File: config.mk
export PLATFORM = sky130hd
export DESIGN_NAME = pla_in0_inverse_search
export DESIGN_NICKNAME = d
export VERILOG_FILES = /design/src/rtl/pla_in0_pkg.sv /design/src/rtl/pla_in0_inv_pipe.sv /design/src/rtl/pla_in0_inverse_search.sv
export SDC_FILE = /design/constraint.sdc
export NUM_CORES = 1
export LEC_CHECK = 0
export ABC_AREA = 1
export BUFFER_PORTS_ARGS = -buffer_cell sky130_fd_sc_hd__buf_4
export CORE_UTILIZATION = 49
export CTS_CLUSTER_SIZE = 25
export DETAILED_ROUTE_END_ITERATION = 6
export PLACE_DENSITY = 0.76
export SYNTH_ARGS = -nofsm -noshare
export SYNTH_HDL_FRONTEND = slang
export SYNTH_SLANG_ARGS = --single-unit
File: constraint.sdc
create_clock -name clk -period 1.54 [get_ports clk]
set_input_delay 0.077 -clock clk [delete_from_list [all_inputs] [get_ports clk]]
set_output_delay 0.077 -clock clk [all_outputs]
set_load 0.02 [all_outputs]
File: src/rtl/pla_in0_pkg.sv
// Shared types and constants for the in0 PLA inverse-search engine.
package pla_in0_pkg;

  localparam int X_W   = 15;
  localparam int Z_W   = 11;
  localparam int SPACE = 32768;

  typedef logic [X_W-1:0] x_t;
  typedef logic [Z_W-1:0] z_t;

  typedef enum logic [1:0] {
    ST_IDLE,
    ST_SEARCH,
    ST_DRAIN,
    ST_RESP
  } inv_state_e;

  // Only bits set in the care mask take part in the comparison.
  function automatic logic z_match(input z_t z, input z_t target, input z_t mask);
    return ((z ^ target) & mask) == '0;
  endfunction

endpackage

File: src/rtl/pla_in0_inv_pipe.sv
// LAT-deep candidate/valid delay line that lines issued candidates up with
// the PLA response; flush_i kills every in-flight candidate.
module pla_in0_inv_pipe
  import pla_in0_pkg::*;
#(
  parameter int LAT = 0
) (
  input  logic clk_i,
  input  logic rst_ni,
  input  logic flush_i,
  input  logic valid_i,
  input  x_t   x_i,
  output logic valid_o,
  output x_t   x_o
);

  if (LAT == 0) begin : g_comb
    // Combinational PLA: the response belongs to the candidate on pla_x now.
    logic unused_lat0;
    assign unused_lat0 = ^{clk_i, rst_ni, flush_i};
    assign valid_o     = valid_i;
    assign x_o         = x_i;
  end else begin : g_pipe
    logic [LAT-1:0] vld_q;
    x_t             x_q [LAT];

    always_ff @(posedge clk_i or negedge rst_ni) begin
      if (!rst_ni) begin
        vld_q <= '0;
        for (int i = 0; i < LAT; i++) x_q[i] <= '0;
      end else begin
        vld_q[0] <= valid_i & ~flush_i;
        x_q[0]   <= x_i;
        for (int i = 1; i < LAT; i++) begin
          vld_q[i] <= vld_q[i-1] & ~flush_i;
          x_q[i]   <= x_q[i-1];
        end
      end
    end

    assign valid_o = vld_q[LAT-1];
    assign x_o     = x_q[LAT-1];
  end

endmodule

File: src/rtl/pla_in0_inverse_search.sv
// Sequential inverse lookup over the 15-bit in0 PLA input space.
// Define PLA_IN0_INV_COUNT_EN to run the full sweep and count every match.
module pla_in0_inverse_search
  import pla_in0_pkg::*;
#(
  parameter int PLA_LAT = 0
) (
  input  logic clk,
  input  logic rst_n,
  input  logic req_valid,
  output logic req_ready,
  input  z_t   req_target,
  input  z_t   req_mask,
  input  x_t   req_start,
  output x_t   pla_x,
  output logic pla_x_valid,
  input  z_t   pla_z,
  output logic rsp_valid,
  input  logic rsp_ready,
  output logic rsp_found,
  output x_t   rsp_x
`ifdef PLA_IN0_INV_COUNT_EN
  ,
  output logic [15:0] rsp_count
`endif
);

  // Handshakes: a transfer happens on a rising clk edge where valid and ready
  // are both high; valid holds its payload stable until that edge.

  localparam logic [1:0] DRAIN_LAST = (PLA_LAT == 0) ? 2'd0 : 2'(PLA_LAT - 1);
  localparam x_t         LAST_ISSUE = x_t'(SPACE - 1);

  inv_state_e state_q, state_d;
  x_t         cand_q, cand_d;
  x_t         issued_q, issued_d;
  logic [1:0] drain_q, drain_d;
  z_t         target_q, target_d;
  z_t         mask_q, mask_d;
  logic       found_q, found_d;
  x_t         rx_q, rx_d;
`ifdef PLA_IN0_INV_COUNT_EN
  logic [15:0] count_q, count_d;
`endif

  logic searching;
  logic flush;
  logic pipe_valid;
  x_t   pipe_x;
  logic hit;

  assign searching = (state_q == ST_SEARCH);

  pla_in0_inv_pipe #(.LAT(PLA_LAT)) u_pipe (
    .clk_i   (clk),
    .rst_ni  (rst_n),
    .flush_i (flush),
    .valid_i (searching),
    .x_i     (cand_q),
    .valid_o (pipe_valid),
    .x_o     (pipe_x)
  );

  assign hit = pipe_valid && (state_q == ST_SEARCH || state_q == ST_DRAIN) &&
               z_match(pla_z, target_q, mask_q);

  always_comb begin
    state_d  = state_q;
    cand_d   = cand_q;
    issued_d = issued_q;
    drain_d  = drain_q;
    target_d = target_q;
    mask_d   = mask_q;
    found_d  = found_q;
    rx_d     = rx_q;
    flush    = 1'b0;
`ifdef PLA_IN0_INV_COUNT_EN
    count_d  = count_q;
`endif

    case (state_q)
      ST_IDLE: begin
        if (req_valid) begin
          target_d = req_target;
          mask_d   = req_mask;
          cand_d   = req_start;
          issued_d = '0;
          drain_d  = '0;
          found_d  = 1'b0;
          rx_d     = '0;
`ifdef PLA_IN0_INV_COUNT_EN
          count_d  = '0;
`endif
          state_d  = ST_SEARCH;
        end
      end
      ST_SEARCH: begin
        cand_d   = cand_q + x_t'(1);
        issued_d = issued_q + x_t'(1);
        if (issued_q == LAST_ISSUE) state_d = (PLA_LAT == 0) ? ST_RESP : ST_DRAIN;
      end
      ST_DRAIN: begin
        drain_d = drain_q + 2'd1;
        if (drain_q == DRAIN_LAST) state_d = ST_RESP;
      end
      ST_RESP: begin
        if (rsp_ready) state_d = ST_IDLE;
      end
      default: state_d = ST_IDLE;
    endcase

    // A match overrides the sweep bookkeeping above.
    if (hit) begin
      if (!found_q) begin
        found_d = 1'b1;
        rx_d    = pipe_x;
      end
`ifdef PLA_IN0_INV_COUNT_EN
      count_d = count_q + 16'd1;
`else
      state_d = ST_RESP;
      flush   = 1'b1;
`endif
    end
  end

  always_ff @(posedge clk or negedge rst_n) begin
    if (!rst_n) begin
      state_q  <= ST_IDLE;
      cand_q   <= '0;
      issued_q <= '0;
      drain_q  <= '0;
      target_q <= '0;
      mask_q   <= '0;
      found_q  <= 1'b0;
      rx_q     <= '0;
`ifdef PLA_IN0_INV_COUNT_EN
      count_q  <= '0;
`endif
    end else begin
      state_q  <= state_d;
      cand_q   <= cand_d;
      issued_q <= issued_d;
      drain_q  <= drain_d;
      target_q <= target_d;
      mask_q   <= mask_d;
      found_q  <= found_d;
      rx_q     <= rx_d;
`ifdef PLA_IN0_INV_COUNT_EN
      count_q  <= count_d;
`endif
    end
  end

  assign req_ready   = (state_q == ST_IDLE);
  assign pla_x_valid = searching;
  assign pla_x       = searching ? cand_q : '0;
  assign rsp_valid   = (state_q == ST_RESP);
  assign rsp_found   = found_q;
  assign rsp_x       = rx_q;
`ifdef PLA_IN0_INV_COUNT_EN
  assign rsp_count   = count_q;
`endif

endmodule
==> flow_summary.toml, run 1 <==
[timing]
fin_tns_setup_ns = -1.768
max_freq_mhz = 595.9
post-route-min-period_ns = 1.678
post-route-worst-setup-slack_ns = -0.1381
finalSetupViolations = 49
finalClockSkew_ns = 0.006515
tightestPinTransition_ns = 0.3870
finalHoldViolCount = 0
slew_headroom_pct = 74.20
layout_worst_path_cycle_share_pct = 109.0
grt_setup_unrepaired = "true"
timing.final.max_slew_violations = 0

[clock_network]
cts_made_buffers = 9
cts-htree-levels = 3
clock_insertion_delay_worst_skew_ns = 0.35
path_clk_slew_ns = 0.08
tritoncts = "done"
clock_sinks = 72
cts_root_buf = "sky130_fd_sc_hd__clkbuf_8"
clockBufferDepth = 2

[cells_and_area]
area_taken_by_flip_flops_and_latches_um2 = 1805
design.final.nets = 736
post-route-util_pct = 75.85
multi_input_area_um2 = 1897
synthToLayoutAreaGrowth_pct = 50.61
layout.cell_area.non_filler_um2 = 5831
layout_commonest_cell = "sky130_fd_sc_hd__nand2_1"
antenna_cells = 0
fillers = 494
layout_common_cells = "168 x sky130_fd_sc_hd__nand2_1, 113 x sky130_fd_sc_hd__buf_4, 69 x sky130_fd_sc_hd__dfrtp_1, 52 x sky130_fd_sc_hd__inv_1, 42 x sky130_fd_sc_hd__nand3_1"
drive_above_1_share_pct = 34.90

[floorplanning]
die_area_um2 = 8260
core_area_um2 = 7687
initial_utilization_pct = 50.36
dieWidth_um = 90.89
placement_rows = 32
die_height_um = 90.89
design.portCount = 86

[global_route]
gr-usage-all-layers_pct = 26.38
overflow = 0
antenna_found_initial = 0
first_global_vias = 3750
grt_max_degree = 45
grt_first_pass_wirelength_mm = 17.16

[synthesis]
netlist-cell-type-count = 34
yosys_register_bits = 72
synthesis.yosys.warnings = 0
synth_sequential_area_ratio_pct = 46.54
syn-cell-area_um2 = 3871
post_synth_inst_count = 518
total_nets_after_synthesis = 580
synth_area_per_cell_um2 = 7.473
yosysTopAreaCell = "sky130_fd_sc_hd__dfrtp_1"
yosys.area.top_type_share_pct = 46.54
synthTopCellsByArea = "sky130_fd_sc_hd__dfrtp_1 47%, sky130_fd_sc_hd__nand2_1 18%, sky130_fd_sc_hd__inv_1 7.1%"

[pwr]
static-leakage-power_nw = 3.112
totalPowerFinal_w = 0.01065
power.density_cell_area_nw_per_um2 = 1827
ir_drop_v = 0.0009408

[status]
violations = "negative setup slack"
run_status = "complete, but fails checks"

[placed_design]
place.gp.congestion = 0.8836
io_buffer_count = 85
dpl-instance-area_um2 = 4813
place.detailed.hpwl_mm = 6.845

[worst_setup_path]
setup.worst_path.class = "register to register"
cp_data_required_time_ns = 1.79
worst-endpoint-arrival_ns = 1.93
critical_path.endpoint_type = "register"
worst_r2r_path_depth = 11
worst-path-max-fanout = 5
worst_setup_path_start_kind = "register"

[drt]
via_count = 4157
drtPass1Iterations = 5
post_drt_via_cell_ratio = 5.323
totalWireLength_mm = 12.17
antenna_left = 0
routed_wire_length_per_instance_um = 15.58
drt_drc_violations_left = 0
drt_iter0_drc = 256

[min_path]
hold_path_class = "input pin to register"
worstHoldPathCells = 3

[flow_run]
cap_viol_max_count = 0
## power by group
group	internal, W	total [W]	switching, W	leakage, nW
logic	0.00252	0.00579	0.00327	2.07
clock network	0.000948	0.00168	0.000730	0.112
registers	0.00260	0.00319	0.000589	0.934
total	0.00607	0.0107	0.00459	3.11
## final cells by class
cell class              instances  area share, %
multi-input cells             355          32.53
well taps                     102          2.189
clock inverters                 6          1.416
repair buffers                160          25.39
inverters                      76          5.150
flip-flops and latches         72          30.97
clock buffers                  10          2.361
## flip-flops by register name (all words and copies together), names as in the netlist
| signal | flops |
|---|---|
| target_q | 11 |
| state_q | 2 |
| rsp_found | 1 |
| cand_q | 15 |
| drain_q | 2 |
| issued_q | 15 |
| rsp_x | 15 |
| mask_q | 11 |
## synthesized netlist by cell type
cell type / instances
sky130_fd_sc_hd__nor3_1: 8
sky130_fd_sc_hd__o31ai_1: 1
sky130_fd_sc_hd__nor2_1: 18
sky130_fd_sc_hd__clkbuf_1: 8
sky130_fd_sc_hd__xor2_1: 1
sky130_fd_sc_hd__buf_6: 2
sky130_fd_sc_hd__o21ai_1: 3
sky130_fd_sc_hd__o21a_1: 1
sky130_fd_sc_hd__dfrtp_1: 72
sky130_fd_sc_hd__a21o_1: 1
sky130_fd_sc_hd__o211ai_1: 3
sky130_fd_sc_hd__inv_2: 1
sky130_fd_sc_hd__ha_1: 10
sky130_fd_sc_hd__inv_4: 1
sky130_fd_sc_hd__nor2_8: 1
sky130_fd_sc_hd__buf_4: 1
sky130_fd_sc_hd__o22ai_1: 1
sky130_fd_sc_hd__a31oi_1: 2
sky130_fd_sc_hd__nand2_2: 2
sky130_fd_sc_hd__nand4_4: 1
sky130_fd_sc_hd__inv_1: 73
sky130_fd_sc_hd__clkinv_2: 1
sky130_fd_sc_hd__nor2_2: 8
sky130_fd_sc_hd__nand3_1: 44
sky130_fd_sc_hd__nor2_4: 2
sky130_fd_sc_hd__o21ai_0: 32
sky130_fd_sc_hd__nand2_4: 1
sky130_fd_sc_hd__nand2_1: 190
sky130_fd_sc_hd__nand3_2: 1
sky130_fd_sc_hd__mux2i_1: 2
sky130_fd_sc_hd__buf_2: 4
sky130_fd_sc_hd__a21oi_1: 18
sky130_fd_sc_hd__nand4_1: 3
sky130_fd_sc_hd__nor3_2: 1
## path summary, 6_finish.rpt
| kind | start | end | slack, ns |
|---|---|---|---|
| setup / recovery | state_q[0] | issued_q[12] | -0.14 |
| hold / removal | req_start[2] | cand_q[2] | 0.02 |
| setup reg to reg | state_q[0] | issued_q[12] | -0.14 |
| hold reg to reg | mask_q[7] | mask_q[7] | 0.49 |
| max in group asynchronous | rst_n | issued_q[6] | 0.76 |
| min in group asynchronous | rst_n | target_q[2] | 0.20 |
## worst max-delay path, stage by stage, from the launching register on
cell and delay (ns):
sky130_fd_sc_hd__dfrtp_2 0.44, sky130_fd_sc_hd__inv_2 0.09, sky130_fd_sc_hd__ha_4 0.17, sky130_fd_sc_hd__nand2_4 0.08, sky130_fd_sc_hd__nand2_4 0.11, sky130_fd_sc_hd__inv_4 0.06, sky130_fd_sc_hd__nor2_8 0.13, sky130_fd_sc_hd__nand2_4 0.08
sky130_fd_sc_hd__nor2_4 0.15, sky130_fd_sc_hd__nand2_1 0.10, sky130_fd_sc_hd__o21ai_2 0.11, sky130_fd_sc_hd__nor2_1 0.05
## cells by family (layout without fill, tap and decap cells)
| kind of cell | after synthesis | in the layout | share of synthesized area [%] |
|---|---|---|---|
| flops | 72 | 72 | 46.54 |
| fa+ha+maj | 10 | 10 | 3.232 |
| mux | 2 | 2 | 0.5172 |
| xor+xnor | 1 | 1 | 0.2263 |
| buf+inv | 91 | 252 | 9.534 |
| compound gates | 62 | 62 | 8.500 |
| simple gates | 280 | 280 | 31.45 |
## metrics by stage
step	std cells	hold slack [ns]	worst slack, ns
floorplan	518	-0.2186	-0.05142
global placement	712	0.02740	0.02816
detailed placement	712	0.02216	-0.07786
CTS	760	0.01878	-0.08076
global route	781	0.007201	-0.2051
finish	781	0.02134	-0.1381
## layer usage
| metal | up-vias | wire (µm) | global-route usage, % |
|---|---|---|---|
| met3 | 41 | 773 | 5.135 |
| met5 | - | 0 | 0 |
| met2 | 178 | 6162 | 45.27 |
| met4 | 0 | 337 | 9.524 |
| met1 | 1995 | 4897 | 33.08 |
| li1 | 1943 | - | - |
## timing repair
| item | 4_1_cts | 5_1_grt |
|---|---|---|
| resized for setup | 23 | 79 |
| cloned | 1 | 5 |
| buffers inserted | 7 | 17 |
| pin swaps | 11 | 9 |
| hold buffers | 24 | 0 |
| endpoints found under the hold margin | 51 | 0 |
| setup endpoints to repair | 18 | 63 |
Power figures use the tool's default switching activity.
==> run 2: changes to the inputs <==
Settings changed: CORE_UTILIZATION 49 to 40, CTS_CLUSTER_DIAMETER set to 80.
==> run 2 against run 1 <==
Net effect:
- the run still ends with negative setup slack left
- fmax is 0.23% lower
- utilization fell by 12 points
- worst setup slack got worse by 0.0038 ns
- sequential share of layout area is 0.64 points lower
- combinational power is 2% lower
- non-clock buffer count decreased by 2
- critical path type is now register to primary output
==> flow_summary.toml, run 2 (synthesized netlist as in run 1, its figures left out) <==
[min_path]
hold_path_class = "input pin to register"
worstHoldStart = "req_start[5]"

[pwr]
ir_drop_v = 0.0008807
power.net_switching_w = 0.004524
internal_power_w = 0.005953
sequentialPowerShare_pct = 29.9
comb_power_share_pct = 54.1
static-leakage-power_nw = 3.177
power.density_cell_area_nw_per_um2 = 1763
switching_share_pct = 43.18
power.clock.fraction_pct = 16.0

[cells_and_area]
synthToLayoutAreaGrowth_pct = 53.56
layout_commonest_cell = "sky130_fd_sc_hd__nand2_1"
layout_common_cells = "159 x sky130_fd_sc_hd__nand2_1, 105 x sky130_fd_sc_hd__buf_4, 71 x sky130_fd_sc_hd__dfrtp_1, 57 x sky130_fd_sc_hd__inv_1, 42 x sky130_fd_sc_hd__nand3_1"
fillers = 703
design.final.nets = 734
post-route-util_pct = 63.73
antenna_cells = 0
drive_above_1_share_pct = 35.95

[timing]
finalSetupViolations = 53
max_freq_mhz = 594.6
slew_headroom_pct = 68.83
grt_setup_unrepaired = "true"
timing.hold.ws_ns = 0.03866
post-route-worst-setup-slack_ns = -0.1419
timing.final.max_slew_violations = 0
post-route-min-period_ns = 1.682
layout_worst_path_cycle_share_pct = 109.2
tightestPinTransition_ns = 0.4676
finalClockSkew_ns = 0.01430
finalHoldViolCount = 0

[flow_run]
cap_viol_max_count = 0

[clock_network]
clockBufferDepth = 2
tritoncts = "done"
cts_root_buf = "sky130_fd_sc_hd__clkbuf_8"
clock_insertion_delay_worst_skew_ns = 0.36
clock_sinks = 72
cts_made_buffers = 9
cts-htree-levels = 3
path_clk_slew_ns = 0.09

[worst_setup_path]
setup.worst_path.class = "register to primary output"
setup.worst_path.start = "state_q[1]"
critical_path.endpoint_type = "primary output"
worstPathBufferInverterCount = 5
critical-path-top-cell-by-count = "sky130_fd_sc_hd__buf_4"
setup_slack_of_the_most_critical_reg_to_reg_path_ns = -0.12
worst_path_max_delay_cell = "sky130_fd_sc_hd__dfrtp_1"
critPathMaxStageDelay_ns = 0.40
worstPathCellList = "inv_2 > ha_4 > buf_4 > buf_8 > nand2_2 > inv_1 > buf_4"
worst-endpoint-arrival_ns = 1.60
timing.critical_path.max_delay_family = "buffers and inverters"
reg2reg_from = "state_q[0]"
cp_data_required_time_ns = 1.46
worst_setup_path_start_kind = "register"
worst-path-max-fanout = 6

[floorplanning]
initial_utilization_pct = 41.50
design.portCount = 86
die_area_um2 = 10080
die_height_um = 100.4
dieWidth_um = 100.4
placement_rows = 35
core_area_um2 = 9328

[drt]
totalWireLength_mm = 11.96
drt_drc_violations_left = 0
drt_iter0_drc = 180
post_drt_via_cell_ratio = 4.996
antenna_left = 0
routed_wire_length_per_instance_um = 14.86
drtPass1Iterations = 4
via_count = 4022

[global_route]
antenna_found_initial = 0
overflow = 0
grt_max_degree = 39
gr-usage-all-layers_pct = 20.69
first_global_vias = 3710
grt_first_pass_wirelength_mm = 16.32

[placed_design]
place.gp.congestion = 0.8588
place.detailed.hpwl_mm = 6.981
io_buffer_count = 85

[status]
violations = "negative setup slack"
run_status = "complete, but fails checks"
[run 2: layout make-up]
cell class | instances | area, µm² | area share [%]
clock inverters | 6 | 92.59 | 1.558
well taps | 129 | 161.4 | 2.715
flip-flops and latches | 72 | 1803 | 30.33
multi-input cells | 355 | 2003 | 33.70
repair buffers | 158 | 1464 | 24.63
clock buffers | 9 | 123.9 | 2.084
inverters | 76 | 296.5 | 4.988
[run 2: path summary, 6_finish.rpt]
path,depth (start not counted),end
worst max-delay path,7,pla_x[0]
worst min-delay path,5,cand_q[5]
worst max register to register,12,issued_q[12]
worst min register to register,2,mask_q[1]
max in group asynchronous,3,issued_q[7]
min in group asynchronous,2,target_q[2]
[run 2: routing by layer]
metal / vias up / track usage [%] / part of all wire (%)
li1: 1940 / - / -
met1: 1901 / 24.98 / 40
met2: 153 / 36.35 / 51
met3: 28 / 3.760 / 5.4
met4: 0 / 8.473 / 2.8
met5: - / 0 / 0
[run 2: power by group through the flow]
stage | Combinational, W | Sequential (W) | Clock [W]
final | 0.00567 | 0.00314 | 0.00167
after global routing | 0.00620 | 0.00320 | 0.00176
after CTS | 0.00463 | 0.00311 | 0.00168
after detailed placement | 0.00438 | 0.00315 | 0
after global placement | 0.00426 | 0.00310 | 0
after floorplan | 0.00271 | 0.00322 | 0
[run 2: what timing repair did]
action	in CTS	in global routing
hold buffers	26	0
hold endpoints to repair	59	0
buffers inserted	4	16
resized for setup	20	99
cloned	0	7
pin swaps	3	10
setup endpoints to repair	31	67
[run 2: worst min-delay path: stages]
cell,delay (ns)
sky130_fd_sc_hd__buf_4,0.08
sky130_fd_sc_hd__nand2_1,0.05
sky130_fd_sc_hd__o21ai_0,0.07
sky130_fd_sc_hd__nand2_1,0.05
sky130_fd_sc_hd__nand2_1,0.05
[run 2: per-stage QoR]
| step | area, µm² | setup WS (ns) | power [W] | TNS [ns] | instances |
|---|---|---|---|---|---|
| floorplan | 3916 | -0.05142 | 0.005928 | -0.07675 | 518 |
| global placement | 4820 | -0.001967 | 0.007364 | -0.001967 | 737 |
| detailed placement | 4820 | -0.06408 | 0.007528 | -0.2334 | 737 |
| CTS | 5383 | -0.04947 | 0.009421 | -0.4538 | 782 |
| global route | 5944 | -0.2180 | 0.01116 | -8.617 | 805 |
| finish | 5944 | -0.1419 | 0.01048 | -2.902 | 805 |
==> run 3: changes to the inputs <==
Settings changed: ABC_CLOCK_PERIOD_IN_PS set to 1540, SETUP_SLACK_MARGIN set to 0.4.
==> run 3 against run 2 <==
Net effect:
- the run still ends with negative setup slack left
- final area up 9.5%
- sequential share of layout area down 2.5 points
- register-to-register slack got worse by 0.08 ns
- clock power up 3%
- first-iteration DRC count is 82% higher
- critical path type is now register to register
- largest cell class unchanged
==> flow_summary.toml, run 3 (synthesized netlist as in run 1, its figures left out) <==
[drt]
via_count = 4371
antenna_left = 0
routed_wire_length_per_instance_um = 17.52
drtPass1Iterations = 7
drt_iter0_drc = 327
drt_drc_violations_left = 0
post_drt_via_cell_ratio = 5.337
totalWireLength_mm = 14.35

[clock_network]
path_clk_slew_ns = 0.09
clockBufferDepth = 2
tritoncts = "done"
cts-htree-levels = 3
clock_sinks = 72
cts_root_buf = "sky130_fd_sc_hd__clkbuf_8"
cts_made_buffers = 9
clock_insertion_delay_worst_skew_ns = 0.36

[pwr]
static-leakage-power_nw = 3.387
power.density_cell_area_nw_per_um2 = 1935
ir_drop_v = 0.001216

[cells_and_area]
multi_input_area_um2 = 2292
layout_common_cells = "139 x sky130_fd_sc_hd__nand2_1, 101 x sky130_fd_sc_hd__buf_4, 66 x sky130_fd_sc_hd__dfrtp_1, 50 x sky130_fd_sc_hd__inv_1, 31 x sky130_fd_sc_hd__nand2_2"
final_cells = 819
fillers = 611
design.final.nets = 748
drive_above_1_share_pct = 46.23
antenna_cells = 0
layout.cell_area.non_filler_um2 = 6507
area_taken_by_flip_flops_and_latches_um2 = 1809
layout_commonest_cell = "sky130_fd_sc_hd__nand2_1"
synthToLayoutAreaGrowth_pct = 68.10

[timing]
tightestPinTransition_ns = 0.4285
finalSetupViolations = 61
grt_setup_unrepaired = "true"
layout_worst_path_cycle_share_pct = 113.2
slew_headroom_pct = 71.43
post-route-min-period_ns = 1.743
timing.hold.ws_ns = 0.03884
finalHoldViolCount = 0
post-route-worst-setup-slack_ns = -0.2031
timing.final.max_slew_violations = 0
max_freq_mhz = 573.7
finalClockSkew_ns = 0.01425

[placed_design]
place.detailed.instances = 742
io_buffer_count = 85
place.gp.congestion = 0.8476
placement.setup.worst_slack_ns = -0.04623
place.detailed.hpwl_mm = 7.027
dpl-instance-area_um2 = 4901

[floorplanning]
initial_utilization_pct = 41.50
die_height_um = 100.4
placement_rows = 35
die_area_um2 = 10080
core_area_um2 = 9328
design.portCount = 86
dieWidth_um = 100.4

[worst_setup_path]
worst_setup_path_start_kind = "register"
worstPathBufferInverterCount = 0
worst_path_max_delay_cell = "sky130_fd_sc_hd__dfrtp_2"
critical_path.endpoint_type = "register"
worstPathCellList = "nand2_1 > nor2_2 > nand2_1 > nor3_1 > nand3_1 > nand2_1 > nand3_2 > nand2_2"
worst-endpoint-arrival_ns = 2.05
critical-path-top-cell-by-count = "sky130_fd_sc_hd__nand2_1"
setup.worst_path.start = "cand_q[2]"
cp_data_required_time_ns = 1.85
worst-path-max-fanout = 6
reg2reg_from = "cand_q[2]"
timing.critical_path.max_delay_family = "simple AND/OR/NAND/NOR gates"
setup.worst_path.class = "register to register"
critPathMaxStageDelay_ns = 0.46

[status]
violations = "negative setup slack"
run_status = "complete, but fails checks"

[global_route]
antenna_found_initial = 0
grt_max_degree = 44
grt_first_pass_wirelength_mm = 19.54
gr-usage-all-layers_pct = 24.93
overflow = 0
first_global_vias = 4195

[min_path]
hold_path_class = "input pin to register"
worstHoldStart = "req_start[2]"

[flow_run]
cap_viol_max_count = 0
run 3: timing repair:
action                                  4_1_cts  5_1_grt
endpoints found under the hold margin        53        0
endpoints found under the setup margin       90       90
resized for setup                           126       74
buffers inserted                             19       12
hold buffers                                 25        0
gates cloned                                  2        4
pin swaps                                    18       26
run 3: worst paths after layout:
check | endpoint | slack [ns] | cells after the start
max reg2reg | cand_q[13] | -0.20 | 8
min | cand_q[2] | 0.04 | 3
max in group asynchronous | cand_q[6] | 0.76 | 3
min reg2reg | mask_q[0] | 0.48 | 2
min in group asynchronous | target_q[0] | 0.18 | 2
max | cand_q[13] | -0.20 | 8
run 3: where the power goes:
group / switching (W) / internal, W
clock: 0.000769 / 0.000948
combinational: 0.00420 / 0.00342
sequential: 0.000652 / 0.00260
run 3: per-layer routing:
layer	vias up	GRT usage [%]	routed length [µm]
li1	1970	-	-
met1	2072	29.87	5317
met2	267	44.57	7163
met3	62	4.596	1249
met4	0	9.030	620
met5	-	0	0
run 3: worst register-to-register path: stages (launching register included):
cell and delay (ns):
sky130_fd_sc_hd__dfrtp_2 0.46, sky130_fd_sc_hd__nand2_1 0.12, sky130_fd_sc_hd__nor2_2 0.21, sky130_fd_sc_hd__nand2_1 0.16, sky130_fd_sc_hd__nor3_1 0.33, sky130_fd_sc_hd__nand3_1 0.18
sky130_fd_sc_hd__nand2_1 0.12, sky130_fd_sc_hd__nand3_2 0.07, sky130_fd_sc_hd__nand2_2 0.06
run 3: area by class of cell:
| class | count | area share (%) |
|---|---|---|
| Clock inverter | 5 | 1.250 |
| Inverter | 76 | 4.999 |
| Multi-Input combinational cell | 355 | 35.22 |
| Sequential cell | 72 | 27.80 |
| Clock buffer | 10 | 2.115 |
| Tap cell | 129 | 2.480 |
| Timing Repair Buffer | 172 | 26.13 |
run 3: through the flow:
step                total power [W]  utilization [%]  setup TNS (ns)
finish                      0.01259            69.77          -6.728
floorplan                  0.006159                -         -0.1021
detailed placement         0.007785            52.54         -0.5774
global route                0.01317            69.77          -9.795
CTS                         0.01119            64.68          -2.383
global placement           0.007606            52.54               0
